## src/rtl/result_packer.sv

```systemverilog
// result_packer: packs pairs of DATA_W-bit engine samples into 2*DATA_W-bit
// FIFO words, low half first. A DEPTH-entry word queue absorbs result FIFO
// backpressure. On flush, a trailing odd sample is zero-padded. flush_done
// pulses once the queue has drained.
// Optional feature macro: PACKER_STATS_EN enables the word_count counter.
module result_packer #(
   parameter int DATA_W = 16,
   parameter int DEPTH  = 4
) (
   input  logic                clk,
   input  logic                rst,
   input  logic                in_valid,
   input  logic [DATA_W-1:0]   in_data,
   input  logic                flush,
   output logic                in_ready,
   input  logic                fifo_full,
   output logic                fifo_wr_en,
   output logic [2*DATA_W-1:0] fifo_din,
   output logic                flush_done,
   output logic                overflow,
   output logic [31:0]         word_count
);

   localparam int PTR_W = (DEPTH > 1) ? $clog2(DEPTH) : 1;
   localparam int CNT_W = PTR_W + 1;
   localparam logic [CNT_W-1:0] CNT_FULL  = CNT_W'(DEPTH);
   localparam logic [CNT_W-1:0] CNT_READY = CNT_W'(DEPTH - 2);

   typedef enum logic [1:0] {
      IDLE  = 2'd0,
      HALF  = 2'd1,
      DRAIN = 2'd2
   } state_t;

   state_t              state_r, state_nx;
   logic [DATA_W-1:0]   hold_r;
   logic [2*DATA_W-1:0] mem_r [DEPTH];
   logic [PTR_W-1:0]    wr_ptr_r, rd_ptr_r;
   logic [CNT_W-1:0]    count_r;
   logic                overflow_r;

   logic                push, push_ok, pop;
   logic                hold_load, drop_sample;
   logic [2*DATA_W-1:0] push_word;
   logic                queue_empty, queue_full;

   assign queue_empty = (count_r == '0);
   assign queue_full  = (count_r == CNT_FULL);
   assign pop         = !queue_empty && !fifo_full;
   // A push into a full queue still lands when the head pops this cycle.
   assign push_ok     = push && (!queue_full || pop);

   assign fifo_wr_en  = pop;
   assign fifo_din    = queue_empty ? '0 : mem_r[rd_ptr_r];
   assign in_ready    = (count_r <= CNT_READY);
   assign flush_done  = (state_r == DRAIN) && queue_empty;
   assign overflow    = overflow_r;

   // Next-state and packing decisions; flush is applied after the same-cycle sample.
   always_comb begin
      state_nx    = state_r;
      push        = 1'b0;
      push_word   = '0;
      hold_load   = 1'b0;
      drop_sample = 1'b0;
      case (state_r)
         IDLE: begin
            if (in_valid && flush) begin
               push      = 1'b1;
               push_word = {{DATA_W{1'b0}}, in_data};
               state_nx  = DRAIN;
            end else if (in_valid) begin
               hold_load = 1'b1;
               state_nx  = HALF;
            end else if (flush) begin
               state_nx  = DRAIN;
            end
         end
         HALF: begin
            if (in_valid) begin
               push      = 1'b1;
               push_word = {in_data, hold_r};
               state_nx  = flush ? DRAIN : IDLE;
            end else if (flush) begin
               push      = 1'b1;
               push_word = {{DATA_W{1'b0}}, hold_r};
               state_nx  = DRAIN;
            end
         end
         DRAIN: begin
            drop_sample = in_valid;
            if (queue_empty) begin
               state_nx = IDLE;
            end
         end
         default: state_nx = IDLE;
      endcase
   end

   // State register and pending low half-word.
   always_ff @(posedge clk) begin
      if (rst) begin
         state_r <= IDLE;
         hold_r  <= '0;
      end else begin
         state_r <= state_nx;
         if (hold_load) begin
            hold_r <= in_data;
         end
      end
   end

   // Queue storage; unreset since fifo_din masks the head while empty.
   always_ff @(posedge clk) begin
      if (push_ok) begin
         mem_r[wr_ptr_r] <= push_word;
      end
   end

   // Queue pointers and occupancy count.
   always_ff @(posedge clk) begin
      if (rst) begin
         wr_ptr_r <= '0;
         rd_ptr_r <= '0;
         count_r  <= '0;
      end else begin
         if (push_ok) begin
            wr_ptr_r <= wr_ptr_r + PTR_W'(1);
         end
         if (pop) begin
            rd_ptr_r <= rd_ptr_r + PTR_W'(1);
         end
         case ({push_ok, pop})
            2'b10:   count_r <= count_r + CNT_W'(1);
            2'b01:   count_r <= count_r - CNT_W'(1);
            default: count_r <= count_r;
         endcase
      end
   end

   // Sticky loss flag: word dropped at a full queue or sample arriving in DRAIN.
   always_ff @(posedge clk) begin
      if (rst) begin
         overflow_r <= 1'b0;
      end else if (drop_sample || (push && !push_ok)) begin
         overflow_r <= 1'b1;
      end
   end

`ifdef PACKER_STATS_EN
   logic [31:0] word_count_r;

   // Count of words written to the result FIFO, wrapping.
   always_ff @(posedge clk) begin
      if (rst) begin
         word_count_r <= '0;
      end else if (pop) begin
         word_count_r <= word_count_r + 32'd1;
      end
   end

   assign word_count = word_count_r;
`else
   assign word_count = '0;
`endif

endmodule

```

## config.mk

```make
export PLATFORM = sky130hd
export DESIGN_NAME = result_packer
export DESIGN_NICKNAME = d
export VERILOG_FILES = /design/src/rtl/result_packer.sv
export SDC_FILE = /design/constraint.sdc
export NUM_CORES = 1
export LEC_CHECK = 0
export ABC_CLOCK_PERIOD_IN_PS = 3400
export CAP_MARGIN = 15
export CORE_ASPECT_RATIO = 0.8
export CORE_MARGIN = 10
export CORE_UTILIZATION = 50
export DETAILED_ROUTE_END_ITERATION = 7
export PLACE_DENSITY = 0.83
export RECOVER_POWER = 50
export SETUP_SLACK_MARGIN = 0.4
export SLEW_MARGIN = 30
export SYNTH_ARGS = -nofsm -noshare
export SYNTH_HDL_FRONTEND = slang
export SYNTH_SLANG_ARGS = --single-unit
```

## constraint.sdc

```tcl
create_clock -name clk -period 3.4 [get_ports clk]
set_input_delay 1.02 -clock clk [delete_from_list [all_inputs] [get_ports clk]]
set_output_delay 1.02 -clock clk [all_outputs]
set_load 0.01 [all_outputs]
```

# Word level (Yosys, flattened, before mapping)
# Memories as Yosys holds them, arrays and structs flattened. A register that Yosys moved wholly into a read port is not among the register bits.
# Index checks and enable logic that the tools add are counted.
[totals]
ff_bits = 26
mem_bits_rw = 128
elab_cells = 57
output_inout_bits = 68
in_bits = 21
memories = 1
[classes]
order_cmp = 1
addsub = 4
eq_ne = 6
muxes = 25
n_reduce_logical = 14
[memory_table]
columns = ["name", "depth", "width", "rd", "rd_clocked_by_memory_dff", "wr", "line", "text"]
rows = [
  ["mem_r", 4, 32, 1, 1, 1, "37", "logic [2*DATA_W-1:0] mem_r [DEPTH];"],
]
[op_table]
columns = ["operator", "count"]
rows = [
  ["two-way mux 32 bit", 2],
  ["one-hot mux 32 bit (2 select lines)", 1],
  ["two-way mux 16 bit", 2],
  ["two-way mux 2 bit", 8],
  ["two-way mux 1 bit", 9],
  ["one-hot mux 2 bit (3 select lines)", 1],
  ["one-hot mux 3 bit (2 select lines)", 1],
  ["logical AND 1 bit", 5],
  ["adder 2 x 1 -> 2 bit, second input constant", 2],
  ["== test 2 x 1 -> 1 bit, second input constant", 2],
  ["== test 2 bit, second input constant", 2],
  ["zero test 1 bit", 4],
  ["adder 3 x 1 -> 3 bit, second input constant", 1],
  ["== test 3 bit, second input constant", 1],
  ["<= comparator 3 x 2 -> 1 bit, second input constant", 1],
  ["zero test 3 bit", 1],
  ["subtractor 3 x 1 -> 3 bit, second input constant", 1],
  ["zero test 2 bit", 1],
  ["logical OR 1 bit", 2],
  ["!= test 2 bit, second input constant", 1],
  ["one-hot mux 1 bit (2 select lines)", 1],
  ["nonzero test 2 bit", 1],
]

# Depth between registers and ports, before layout
# Gate-level depths: netlist (run 1).
[logic_depth]
depth_word = 8
ltp_mapped = 7
depth_no_buf = 6

# Worst setup path after synthesis (run 1)
# OpenSTA, ideal clock, no wires.
[synth_path]
path_type = "input to register"
start = "in in_valid"
end = "mem mem_r[1][0] (netlist name), enable pin"
setup_ns = 0.392
required_ns = 3.008
t_arrival_ns = 2.354
path_buffers = 1
setup_slack_ns = 0.654
cell_stages = 4
path_cell_list = "maj3_2 -> and3_1 -> buf_6 -> and2_1"
[synth_between]
elab_chain_cells = 6
word_cells_on_any_way = 7
classes_between = "mux: 5; reduce/logical: 2"
[synth_lines]
columns = ["element", "line", "text"]
rows = [
  ["start, declared", "12", "input logic in_valid,"],
  ["logical AND 1 bit", "68", "if (in_valid && flush) begin"],
  ["two-way mux 1 bit", "68", ""],
  ["one-hot mux 1 bit (2 select lines) (*)", "66", "case (state_r)"],
  ["logical AND 1 bit (*)", "51", "assign push_ok = push && (!queue_full || pop);"],
  ["two-way mux 1 bit (*)", "115", "if (push_ok) begin"],
  ["two-way mux 1 bit (not written as such) (*)", "116", "mem_r[wr_ptr_r] <= push_word;"],
  ["end, declared", "37", ""],
]
# Every way passes the cells marked *; elsewhere a longest branch is shown, timed or not.

# Worst setup path after layout (run 1)
[layout_path]
start = "in in_valid"
end = "reg count_r[2]"
[layout_between]
elab_chain_cells = 6
word_cells_on_any_way = 9
classes_between = "eq/ne: 2; mux: 4; reduce/logical: 3"
[layout_lines]
columns = ["element", "line", "text"]
rows = [
  ["logical AND 1 bit", "68", ""],
  ["two-way mux 1 bit", "68", ""],
  ["one-hot mux 1 bit (2 select lines) (*)", "66", ""],
  ["logical AND 1 bit (*)", "51", ""],
  ["== test 2 x 1 -> 1 bit or == test 2 bit (tied branches)", "133", "case ({push_ok, pop})"],
  ["one-hot mux 3 bit (2 select lines) or nonzero test 2 bit (tied branches)", "--", ""],
  ["end signal, assigned", "134", "2'b10: count_r <= count_r + CNT_W'(1);"],
  ["end signal, assigned", "135", "2'b01: count_r <= count_r - CNT_W'(1);"],
  ["end signal, assigned", "136", "default: count_r <= count_r;"],
  ["end, declared", "39", "logic [CNT_W-1:0] count_r;"],
]
# Marked as above.
# A chain may end at the register's enable or synchronous reset.

==> results of run 1 <==
-- cells by family after synthesis --
| logic type | Yosys count | synth area share (%) |
|---|---|---|
| adders and majority gates | 6 | 1.24 |
| other | 1 | 0.0571 |
| muxes | 36 | 11.6 |
| DFF | 156 | 67.1 |
| xor gates and xnor gates | 4 | 0.534 |
| and+or+nand+nor | 112 | 9.36 |
| AOI/OAI and AO/OA | 40 | 4.52 |
| buffers and inverters | 59 | 5.55 |
-- per-stage QoR --
step	hold slack, ns	setup TNS [ns]	instances	setup WS (ns)
2_1_floorplan	0.436	0	445	0.654
3_3_place_gp	0.442	0	643	0.0241
3_5_place_dp	0.448	-0.00250	643	-0.00250
4_1_cts	0.455	0	684	0.263
5_1_grt	0.468	0	690	0.218
6_report	0.455	0	691	0.289
-- worst paths after layout --
check / to / depth (start not counted) / startpoint
hold / removal: hold_r[0] / 2 / hold_r[0]
hold reg to reg: hold_r[0] / 2 / hold_r[0]
setup / recovery: count_r[2] / 7 / in_valid
setup reg to reg: count_r[2] / 8 / count_r[0]
-- registers in the layout (all words and copies together) (netlist names), named ones only --
name and flops:
mem_r 128, hold_r 16, count_r 3, rd_ptr_r 2, state_r 2, wr_ptr_r 2
overflow 1
-- cell usage after synthesis (all sizes together), types with 4 or more instances --
| master | number | area (um2) |
|---|---|---|
| clkbuf | 14 | 52.6 |
| edfxtp | 128 | 3840 |
| a21oi | 20 | 104 |
| nand2 | 32 | 120 |
| mux4 | 32 | 721 |
| buf | 40 | 293 |
| dfxtp | 28 | 561 |
| nor2 | 10 | 37.5 |
| xnor2 | 4 | 35.0 |
| nor3 | 4 | 30.0 |
| a22o | 16 | 140 |
| nor2b | 34 | 213 |
| inv | 5 | 18.8 |
| ha | 4 | 50.1 |
| and2 | 20 | 125 |
-- cell type report --
class | instances | area, um2
diodes | 1 | 2.50
repair buffers | 92 | 788
inverters | 5 | 18.8
clock buffers | 25 | 505
well taps | 175 | 219
flip-flops and latches | 156 | 4410
multi-input cells | 230 | 1910
fillers | 947 | 4930
clock inverters | 7 | 88.8
-- timing repair --
item,in CTS,in global routing
pin swaps,1,1
endpoints found under the hold margin,0,0
setup buffers,5,6
endpoints found under the setup margin,34,29
cloned,4,0
gates resized for setup,71,45
-- power groups by stage --
stage                     clock (mW)  combinational (mW)  sequential, mW
after floorplan                    0               0.903            2.27
after global placement             0                1.64            2.28
after detailed placement           0                1.66            2.29
after CTS                       1.89                1.70            2.26
after global routing            1.98                1.82            2.28
final                           1.88                1.66            2.27
-- routing by layer --
layer,vias up,wire length (um)
met2,167,7110
met3,33,1150
li1,1662,-
met5,-,0
met4,0,346
met1,1813,5920
-- critical path, cell delays in order --
cell	delay (ns)
dlygate4sd3_1	0.62
maj3_1	0.47
a211oi_1	0.39
fa_1	0.31
a2111oi_4	0.06
a31oi_1	0.17
mux2_1	0.35
==> reports/qor.yml, run 1 <==
detailed_routing:
  first_pass_iters: 4
  routedWlPerCell_um: 21.0
  ant_nets: 0
  route.detailed.drc: 0
  routed_wl_um: 14500
  route.vias.total: 3675
  drtIter0Drc: 361
  via_per_inst: 5.32
global_route:
  gr-total-overflow: 0
  grt_start_max_net_pins: 33
  grt_pass1_vias: 3984
  grt_usage_pct: 16.6
  antenna_found_initial: 1
  use_met2_pct: 27.4
  grt_pass1_wl_um: 22700
  met1_usage_pct: 19.7
  grt.busiest_layer: "met2"
  met3_usage_pct: 6.55
power:
  clockPowerShare_pct: 32.4
  netSwitchingFraction_pct: 28.7
  combPwrFrac_pct: 28.6
  cellPowerDensity_mw_per_mm2: 732
  power_mw: 5.81
  seqPwrFrac_pct: 39.0
  peakVddDrop_uv: 536
  p_leak_nw: 2.80
  internal-power_mw: 4.14
  switchingPower_mw: 1.67
final_layout:
  drive_gt1_share_pct: 25.8
  fin_util_pct: 61.7
  final_common_cell: "edfxtp_1"
  area_growth_pct: 21.0
  layout_common_cells: "edfxtp_1 (128), nor2b_1 (34), mux4_2 (32), nand2_1 (32), conb_1 (32)"
  postLayoutCellArea_mm2: 0.00794
  finalNetCount: 528
yosys:
  synthCells: 414
  synth_edf_count: 128
  avgSynthCellArea_um2: 15.9
  synthArstFlopShare_pct: 0
  yosysUniqueCellTypes: 36
  ys_warn_count: 0
  netlist_area_mm2: 0.00656
  synth_seq_cells: 156
  yosysSeqAreaShare_pct: 67.1
  ys.flop_type: "edfxtp_1"
setup_path:
  critPathCaptureType: "register"
  crit_fanout: 5
  cp_data_required_time_ns: 3.69
  cp.arrival_ns: 3.40
  reg2reg_setup_slack_ns: 0.99
  worst-setup-path-type: "primary input to register"
  setup.worst_path.start_class: "primary input"
clock_tree:
  cts.clk_slew.worst_paths_ns: 0.06
  cts_hold_buffers: 0
  root_buffer: "clkbuf_16"
  cts_buffer_depth: 2
  cts_tree: "built"
  cts-htree-levels: 4
  clk-insertion-delay-late_ns: 0.41
  cts_buffers: 17
  cts_sinks: 156
sta:
  slew_headroom_pct: 37.2
  fmax_ghz: 0.321
  worstMarginPinSlew_ns: 0.942
  finalSetupViolations: 0
  grt_setup_unrepaired: "yes"
  post-route-period-util_pct: 91.5
  final-hold-violation-count: 0
  fin_worst_skew_ns: 0.00752
  drv_slew: 0
  min_period_ns: 3.11
die:
  initial_core_util_pct: 51.0
  core_mm2: 0.0129
  io_pins: 89
  placementRows: 37
  die-area_mm2: 0.0181
  dieWidth_um: 148
  chipHeight_um: 122
placement:
  dp_hpwl_um: 8270
  dpl_cell_area_mm2: 0.00735
  gp_congestion: 0.789
  portBuffers: 56
run_status:
  outcome: "complete, no violations"
job:
  drv_cap: 0
hold_path:
  hp-class: "register to register"
No activity file was read; power rests on OpenSTA's default activity.
==> run 2, diff against run 1 <==
ABC_CLOCK_PERIOD_IN_PS = 3900   (was 3400)
clock period = 3.9 ns   (was 3.4 ns; I/O delays follow)
==> run 2 against run 1 <==
Worst hold slack is essentially flat. Global-route usage is 1.7 points lower. Final cell count down 2.7%. Setup slack better by 0.054 ns. Core utilization fell by 0.41 points. Largest power group unchanged. Highest routed layer unchanged.
==> reports/qor.yml, run 2 (synthesis results as in run 1) <==
die:
  core_mm2: 0.0129  # unchanged
  dieWidth_um: 148  # unchanged
  initial_core_util_pct: 51.0  # unchanged
  placementRows: 37  # unchanged
  die-area_mm2: 0.0181  # unchanged
  io_pins: 89  # unchanged
  chipHeight_um: 122  # unchanged
detailed_routing:
  route.detailed.drc: 0  # unchanged
  route.vias.total: 3542  # was 3675
  via_per_inst: 5.27  # was 5.32
  ant_nets: 0  # unchanged
  drtIter0Drc: 265  # was 361
  routed_wl_um: 13100  # was 14500 um
  routedWlPerCell_um: 19.4  # was 21.0 um
  first_pass_iters: 4  # unchanged
sta:
  post-route-period-util_pct: 91.2
  grt_setup_unrepaired: "yes"  # unchanged
  final-hold-violation-count: 0  # unchanged
  setup_ws_ns: 0.343  # was 0.289 ns
  finalSetupViolations: 0  # unchanged
  fmax_ghz: 0.281
  timing.setup.tns_ns: 0  # unchanged
  min_period_ns: 3.56
  fin_worst_skew_ns: 0.0102  # was 0.00752 ns
  drv_slew: 0  # unchanged
  slew_headroom_pct: 37.2  # about the same
  worstMarginPinSlew_ns: 0.942  # about the same
final_layout:
  layout_common_cells: "edfxtp_1 (128), clkdlybuf4s50_1 (51), nor2b_1 (34)"  # was edfxtp_1 (128), nor2b_1 (34), mux4_2 (32), nand2_1 (32), conb_1 (32)
  largest_register: "mem_r"  # unchanged
  finalNetCount: 510  # was 528
  final_common_cell: "edfxtp_1"  # unchanged
  reg.largest.list: "mem_r: 128 flops, hold_r: 16 flops, count_r: 3 flops"  # unchanged
  area_growth_pct: 20.2  # was 21.0%
  fin_util_pct: 61.3  # was 61.7%
  diodes: 0  # was 1
  n_fill_cell: 962  # was 947
  largest_reg_flops: 128  # unchanged
  drive_gt1_share_pct: 16.9  # was 25.8%
clock_tree:
  cts_buffers: 17  # unchanged
  cts-htree-levels: 4  # unchanged
  cts.clk_slew.worst_paths_ns: 0.06  # about the same
  cts_buffer_depth: 2  # unchanged
  post_cts.repair.setup_buffers: 0  # was 5
  cts_hold_buffers: 0  # unchanged
  clk-insertion-delay-late_ns: 0.42  # was 0.41 ns
  cts_sinks: 156  # unchanged
  cts_tree: "built"  # unchanged
  root_buffer: "clkbuf_16"  # unchanged
job:
  drv_cap: 0  # unchanged
global_route:
  gr-total-overflow: 0  # unchanged
  antenna_found_initial: 0  # was 1
  grt_start_max_net_pins: 33  # unchanged
  grt_pass1_vias: 3837  # was 3984
  grt_usage_pct: 14.8  # was 16.6%
  grt_pass1_wl_um: 20600  # was 22700 um
setup_path:
  setup.worst_path.start_class: "primary input"  # unchanged
  reg2reg_from: "count_r[0]"  # unchanged
  crit_fanout: 3  # was 5
  worstSetupStartpoint: "fifo_full"  # was in_valid
  cp_data_required_time_ns: 2.73  # was 3.69 ns
  worst-setup-path-type: "primary input to output port"  # was primary input to register
  cp.arrival_ns: 2.39  # was 3.40 ns
  critPathCaptureType: "output port"  # was register
power:
  switchingPower_mw: 1.38  # was 1.67 mW
  cellPowerDensity_mw_per_mm2: 639  # was 732 mW/mm2
  netSwitchingFraction_pct: 27.5  # was 28.7%
  p_leak_nw: 2.63  # was 2.80 nW
  power_mw: 5.04  # was 5.81 mW
  seqPwrFrac_pct: 39.0  # about the same
  peakVddDrop_uv: 399  # was 536 uV
  clockPowerShare_pct: 33.2  # was 32.4%
  combPwrFrac_pct: 27.8  # was 28.6%
  internal-power_mw: 3.66  # was 4.14 mW
hold_path:
  hp-class: "register to register"  # unchanged
  hp-start: "hold_r[6]"  # was hold_r[0]
placement:
  dp_hpwl_um: 8240  # was 8270 um
  portBuffers: 56  # unchanged
  gp_congestion: 0.787  # was 0.789
  place_ws_ns: 0.148  # was -0.00250 ns
run_status:
  outcome: "complete, no violations"  # unchanged
[run 2: cell types whose count changed in the layout (fill, tap and decap cells not counted), moves of 2 or more]
cell	previous run	this run
clkinvlp_4	0	3
clkbuf_8	5	1
clkinv_4	1	4
buf_2	9	0
buf_16	3	0
buf_4	21	10
clkbuf_2	24	0
clkdlybuf4s50_1	18	51
clkbuf_4	2	0
buf_12	5	2
clkinv_2	4	2
[run 2: timing repair]
item                       in CTS  in global routing
setup endpoints to repair       1                 10
pin swaps                       0                  0
hold endpoints to repair        0                  0
cloned                          0                  1
gates resized for setup         1                  2
[run 2: cell type report]
class | count | area [um2] | area share [%]
Sequential cell | 156 | 4410 | 55.9
Multi-Input combinational cell | 230 | 1910 | 24.2
Timing Repair Buffer | 74 | 727 | 9.22
Clock buffer | 19 | 443 | 5.62
Tap cell | 175 | 219 | 2.78
Clock inverter | 13 | 166 | 2.11
Inverter | 5 | 18.8 | 0.238
[run 2: layer usage]
metal | share of wire, % | global-route usage (%) | routed length [um]
met5 | 0 | 0 | 0
met4 | 1.4 | 5.32 | 178
met3 | 6.3 | 5.41 | 824
met2 | 51 | 25.1 | 6690
met1 | 41 | 17.2 | 5370
[run 2: power by group through the flow]
stage	sequential, mW	combinational [mW]	clock (mW)
after detailed placement	2.00	1.43	0
after CTS	1.96	1.43	1.69
after floorplan	1.98	0.787	0
after global placement	1.99	1.41	0
after global routing	1.98	1.53	1.77
final	1.97	1.40	1.67
[run 2: final timing paths]
kind                 to  slack [ns]  depth (start not counted)
max reg2reg  count_r[2]        1.69                          7
min           hold_r[6]        0.45                          2
min reg2reg   hold_r[6]        0.45                          2
max          fifo_wr_en        0.34                          4
[run 2: stage by stage]
stage	area [um2]	hold WS, ns	instances
finish	7890	0.455	672
global route	7890	0.472	672
CTS	7880	0.454	671
detailed placement	7270	0.446	639
global placement	7270	0.441	639
floorplan	6680	0.436	445
[run 2: critical path, stage by stage]
cell and delay (ns):
dlygate4sd3_1 0.54, or2_2 0.33, inv_1 0.10, clkdlybuf4s15_1 0.25
==> run 3, diff against run 2 <==
CTS_CLUSTER_DIAMETER = 120   (was not set)
==> results of run 3 <==
Same layout as run 2: the final DEF is identical, and so are final timing and power.
